<file path="src/rtl/crc3_rx_check.sv">
// Serial CRC-3 frame checker for the generator's MSB-first codeword.
// Recovers the message, flags CRC status, drops stalled frames.
module crc3_rx_check #(
    parameter int         MSG_W   = 5,
    parameter logic [2:0] POLY    = 3'b011,
    parameter int         GAP_MAX = 16
) (
    input  logic             clk,
    input  logic             rst,
    input  logic             bit_valid,
    input  logic             bit_in,
    output logic             busy,
    output logic             frame_valid,
    output logic [MSG_W-1:0] msg,
    output logic [2:0]       crc_rx,
    output logic             crc_ok,
    output logic             abort,
    output logic [7:0]       err_count
);

    localparam int FRAME_W = MSG_W + 3;
    localparam int CNT_W   = $clog2(FRAME_W);
    localparam logic [CNT_W-1:0] LAST_CNT = CNT_W'(FRAME_W - 1);
    localparam logic [7:0]       GAP_LAST = 8'(GAP_MAX - 1);

    typedef enum logic {
        IDLE,
        RECV
    } state_t;

    state_t             state;
    state_t             state_nx;
    logic [CNT_W-1:0]   bit_cnt;
    logic [2:0]         r;
    logic [2:0]         r_nx;
    logic [FRAME_W-1:0] sr;
    logic [FRAME_W-1:0] sr_nx;
    logic [7:0]         gap_cnt;
    logic               fb;
    logic               last_bit;
    logic               gap_hit;

    assign busy = (bit_cnt != '0);

    // Next CRC/shift values and frame-level events for the current bit.
    always_comb begin
        fb       = r[2] ^ bit_in;
        r_nx     = {r[1], r[0] ^ (fb & POLY[1]), fb & POLY[0]};
        sr_nx    = {sr[FRAME_W-2:0], bit_in};
        last_bit = bit_valid && (bit_cnt == LAST_CNT);
        gap_hit  = (state == RECV) && !bit_valid
                   && (gap_cnt == GAP_LAST);
    end

    // Frame state register.
    always_ff @(posedge clk) begin
        if (rst) state <= IDLE;
        else     state <= state_nx;
    end

    // Next-state: a bit starts a frame; last bit or gap timeout ends it.
    always_comb begin
        state_nx = state;
        case (state)
            IDLE: if (bit_valid) state_nx = RECV;
            RECV: begin
                if (last_bit)     state_nx = IDLE;
                else if (gap_hit) state_nx = IDLE;
            end
            default: state_nx = IDLE;
        endcase
    end

    // Datapath: bit capture, CRC, completion outputs, gap timer.
    always_ff @(posedge clk) begin
        if (rst) begin
            bit_cnt     <= '0;
            r           <= '0;
            sr          <= '0;
            gap_cnt     <= '0;
            frame_valid <= 1'b0;
            abort       <= 1'b0;
            msg         <= '0;
            crc_rx      <= '0;
            crc_ok      <= 1'b0;
            err_count   <= '0;
        end else begin
            frame_valid <= 1'b0;
            abort       <= 1'b0;
            if (bit_valid) begin
                gap_cnt <= '0;
                if (last_bit) begin
                    bit_cnt     <= '0;
                    r           <= '0;
                    sr          <= '0;
                    msg         <= sr_nx[FRAME_W-1:3];
                    crc_rx      <= sr_nx[2:0];
                    crc_ok      <= (r_nx == 3'b000);
                    frame_valid <= 1'b1;
                    if (r_nx != 3'b000 && err_count != 8'hff)
                        err_count <= err_count + 8'd1;
                end else begin
                    bit_cnt <= bit_cnt + 1'b1;
                    r       <= r_nx;
                    sr      <= sr_nx;
                end
            end else if (gap_hit) begin
                abort   <= 1'b1;
                bit_cnt <= '0;
                r       <= '0;
                sr      <= '0;
                gap_cnt <= '0;
            end else if (state == RECV) begin
                gap_cnt <= gap_cnt + 8'd1;
            end else begin
                gap_cnt <= '0;
            end
        end
    end

endmodule
</file>
<file path="config.mk">
export PLATFORM = sky130hd
export DESIGN_NAME = crc3_rx_check
export DESIGN_NICKNAME = d
export VERILOG_FILES = /design/src/rtl/crc3_rx_check.sv
export SDC_FILE = /design/constraint.sdc
export NUM_CORES = 1
export LEC_CHECK = 0
export CAP_MARGIN = 20
export CORE_MARGIN = 2
export CORE_UTILIZATION = 40
export DETAILED_ROUTE_END_ITERATION = 10
export GPL_TIMING_DRIVEN = 0
export HOLD_SLACK_MARGIN = 0.12
export PLACE_DENSITY_LB_ADDON = 0.12
export SYNTH_ARGS = -nofsm -noshare
export SYNTH_HDL_FRONTEND = slang
export SYNTH_SLANG_ARGS = --single-unit
</file>
<file path="constraint.sdc">
create_clock -name clk -period 3.1 [get_ports clk]
set_input_delay 0.62 -clock clk [delete_from_list [all_inputs] [get_ports clk]]
set_output_delay 0.62 -clock clk [all_outputs]
set_load 0.01 [all_outputs]
</file>
# Word-level counts from Yosys, hierarchy flattened

Cells that the tools add are included.

Add/subtract/negate cells: 3
Equal/unequal tests: 3
Mux-type cells: 14
Bitwise operators: 4
Reductions and logical operators: 14

Operators with widths:

| cell                                                                  | count |
|---|---|
| 7-bit 2-to-1 mux                                                      | 3 |
| 8-bit by 1-bit adder with 8-bit output, second input constant         | 2 |
| 3-bit 2-to-1 mux                                                      | 5 |
| 8-bit by 4-bit equality test with 1-bit output, second input constant | 1 |
| 8-bit != test, second input constant                                  | 1 |
| 3-bit nonzero test                                                    | 2 |
| 1-bit 2-to-1 mux                                                      | 5 |
| 1-bit logical AND                                                     | 4 |
| 2-bit OR reduction                                                    | 2 |
| 4-bit OR reduction                                                    | 1 |
| 3-bit by 1-bit adder with 3-bit output, second input constant         | 1 |
| 3-bit equality test, second input constant                            | 1 |
| 3-bit logical NOT                                                     | 1 |
| 3-bit AND reduction                                                   | 1 |
| 1-bit NOT                                                             | 2 |
| 1-bit one-hot mux with 2 select lines                                 | 1 |
| 2-bit AND reduction                                                   | 1 |
| 2-bit nonzero test                                                    | 1 |
| 1-bit XOR                                                             | 2 |
| 1-bit logical NOT                                                     | 1 |

Bits in registers: 41
Word-level logic and storage cells: 49

# Longest topological paths before layout

Depth after elaboration: 6
Mapped depth: 7
Depth with buffers taken out: 6

# Worst setup path after synthesis

No wires, ideal clock.

Path type: input to register
Start point: input bit_in
End point: register err_count[7]
Arrival time: 1.746 ns
Required time: 2.979 ns
Path slack: 1.234 ns
Stages on the path: 6
Cells stage by stage: xnor2_1 ha_1 nor2b_1 nor3_2 nand4_1 mux2_2

Word-level cells in the longest chain between the ends: 5

RTL lines:

| item                              | line | text |
|---|---|---|
| start, declared                   | 11   | `input logic bit_in,` |
| 1-bit XOR (*)                     | 47   | `fb = r[2] ^ bit_in;` |
| 1-bit XOR                         | 48   | `r_nx = {r[1], r[0] ^ (fb & POLY[1]), fb & POLY[0]};` |
| 3-bit nonzero test (*)            | 100  | `if (r_nx != 3'b000 && err_count != 8'hff)` |
| 1-bit logical AND (*)             | 100  |  |
| 3-bit AND reduction (no line) (*) | n/a  |  |
| end signal, assigned              | 101  | `err_count <= err_count + 8'd1;` |
| end, declared                     | 18   | `output logic [7:0] err_count` |

Mark *: on every way between the ends. The rest lies on a longest branch, timed or not.
A chain may end at the register's enable or synchronous reset.

# Worst setup path after layout

Same ends and word-level chain as after synthesis.

==> impl_metrics.py <==
metrics = {
    "status": {
        "status": "finished, final reports clean",
    },
    "cells_and_area": {
        "area_delta_synth_final_pct": 24.83,
        "final_cell_area_um2": 2057,
        "drive_gt1_share_pct": 9.000,
        "final_common_cell": "dfxtp_1",
        "final_cell_mix": "41 x dfxtp_1, 23 x clkdlybuf4s50_1, 22 x nand2_1",
        "antenna_cells": 0,
        "final_util_pct": 51.80,
        "layout.cells.non_filler": 250,
        "fin_nets": 209,
    },
    "critical_path": {
        "crit_slowest_cell": "clkdlybuf4s50_1",
        "end_kind": "flop",
        "crit_type": "primary input to flop",
        "crit_path_max_fanout": 5,
        "worstPathArrival_ps": 2500,
        "crit_required_ps": 3280,
        "cp-start-kind": "primary input",
        "cp_slowest_stage_delay_ps": 480,
        "worstPathCellList": "clkdlybuf4s50_1 > xnor2_1 > ha_1 > nor2b_1 > nor3_2 > nand4_1 > mux2_2",
    },
    "place": {
        "io_buffers": 23,
        "dp_hpwl_um": 2485,
        "place_area_um2": 1941,
        "place_inst": 242,
        "gp_congestion": 0.7165,
        "place_ws_ps": 498.5,
    },
    "synth": {
        "yosysSeqAreaShare_pct": 49.81,
        "synth_area_um2": 1648,
        "syn_nets": 179,
        "syn_avg_cell_area_um2": 9.750,
        "synthCells": 169,
        "synth-seq-cells": 41,
        "yosysWarnings": 0,
        "ys_types": 33,
    },
    "sta": {
        "setup_viol": 0,
        "max_slew_margin_pct": 64.45,
        "slew_violations": 0,
        "fmax_mhz": 431.1,
        "hold_viol": 0,
        "post-route-min-period_ps": 2320,
        "hold_ws_ps": 443.0,
        "rsz0062_at_grt": "false",
        "finClkSkew_ps": 4.741,
        "setup_ws_ps": 780.4,
        "final.period_utilization_pct": 74.83,
        "worst_slew_pin_slew_ps": 533.2,
        "fin_setup_tns_ps": 0,
    },
    "flow_run": {
        "drv_cap": 0,
    },
    "global_routing": {
        "grt_usage_pct": 16.34,
        "grt_pass1_wl_um": 5513,
        "gr-total-overflow": 0,
        "grt_max_degree": 13,
        "grt_antenna_before_repair": 0,
        "grt_pass1_vias": 1204,
    },
    "floorplan": {
        "die_h_um": 68.19,
        "io-pin-count": 24,
        "die_w_um": 68.19,
        "core-area_um2": 3971,
        "rows": 23,
        "start_util_pct": 41.49,
        "die-area_um2": 4649,
    },
    "detailed_routing": {
        "wirelength_um": 3363,
        "final_antenna_net_count": 0,
        "dr_wl_met3_um": 134,
        "dr_wl_met2_um": 1493,
        "wl_per_cell_um": 13.45,
        "drc": 0,
        "drtPass1Iterations": 4,
        "met1_length_um": 1677,
        "via_per_inst": 5.188,
        "dr.first_iter.drc_count": 74,
        "routed.top_layer": "met4",
        "num_vias": 1297,
    },
    "min_path": {
        "hold_path_class": "flop to flop",
    },
    "clock_network": {
        "postCtsSetupBuffers": 0,
        "clock_latency_ps": 290,
        "cts_max_level": 2,
        "cts_tree": "done",
        "clockBufferDepth": 2,
        "cts-hold-fix-buffers": 0,
        "clkTransAtPathRegs_ps": 80,
        "cts_resized": 0,
        "cts_made_buffers": 5,
        "clock-sinks": 41,
        "cts_root_buffer": "clkbuf_8",
    },
    "power_and_ir_drop": {
        "p_leak_nw": 0.7772,
        "total_power_mw": 1.032,
        "ir_drop_uv": 322.6,
        "power_density_nw_per_um2": 501.8,
    },
}
final cells by class:
cell class,instances,area (µm²)
clock buffers,7,86.33
inverters,5,18.77
clock inverters,1,30.03
fillers,373,1914
repair buffers,23,230.2
well taps,50,62.56
plain buffers,6,32.53
flip-flops and latches,41,820.8
multi-input cells,117,775.7
final timing paths:
path                            cells past startpoint                  start  slack [ps]                         to
worst max register to register                      6      r[2]$_SDFFE_PP0P_        1310  err_count[7]$_SDFFE_PP0P_
worst min register to register                      1  gap_cnt[0]$_SDFF_PP0_         440      gap_cnt[0]$_SDFF_PP0_
worst min-delay path                                1  gap_cnt[0]$_SDFF_PP0_         440      gap_cnt[0]$_SDFF_PP0_
worst max-delay path                                7                 bit_in         780  err_count[7]$_SDFFE_PP0P_
synthesized netlist by cell type, drive strengths merged:
cell type | instances | area (µm²)
mux2 | 2 | 22.52
nor2 | 15 | 56.30
o41ai | 1 | 8.760
nand2b | 3 | 18.77
nor2b | 2 | 12.51
nand2 | 24 | 95.09
a21oi | 12 | 60.06
o211ai | 1 | 7.510
nand4 | 3 | 18.77
nor4 | 2 | 27.53
a311oi | 1 | 26.28
a22o | 11 | 96.34
or3 | 1 | 6.260
buf | 3 | 21.27
dfxtp | 41 | 820.8
nand3 | 5 | 25.02
nor3 | 6 | 35.03
o2111ai | 1 | 8.760
xor2 | 4 | 35.03
ha | 6 | 75.07
a211oi | 1 | 7.510
o211a | 1 | 10.01
clkbuf | 3 | 11.26
and2 | 1 | 6.260
and3 | 6 | 37.54
nor4b | 1 | 15.01
inv | 5 | 18.77
mux2i | 2 | 20.02
xnor2 | 5 | 43.79
cells by family after synthesis:
kind of cell / after synthesis / synth area share, %
buf+inv: 11 / 3.113
flops: 41 / 49.81
compound gates: 29 / 13.67
mux: 4 / 2.582
simple gates: 69 / 21.49
xor+xnor: 9 / 4.783
fa+ha+maj: 6 / 4.556
state kept, by name, summed over array words and instances (netlist names):
name / count
msg: 5
crc_ok: 1
bit_cnt: 3
err_count: 8
r: 3
gap_cnt: 8
sr: 7
crc_rx: 3
state: 1
abort: 1
frame_valid: 1
worst max-delay path: cells and delay by family:
family        cells  cell delay, ps
mux               1             340
simple gates      3             560
buf+inv           1             480
fa+ha+maj         1             220
xor+xnor          1             280
report_power, final:
| group | internal [mW] | leakage [nW] | switching, mW |
|---|---|---|---|
| Clock | 0.262 | 0.0585 | 0.176 |
| Sequential | 0.535 | 0.332 | 0.00753 |
| Combinational | 0.0224 | 0.387 | 0.0288 |
per-layer routing:
metal	global-route usage, %	up-vias
met5	0	-
met4	7.250	0
met3	4.112	8
met2	25.12	28
met1	21.59	612
li1	-	649
Power figures use the tool's default switching activity.
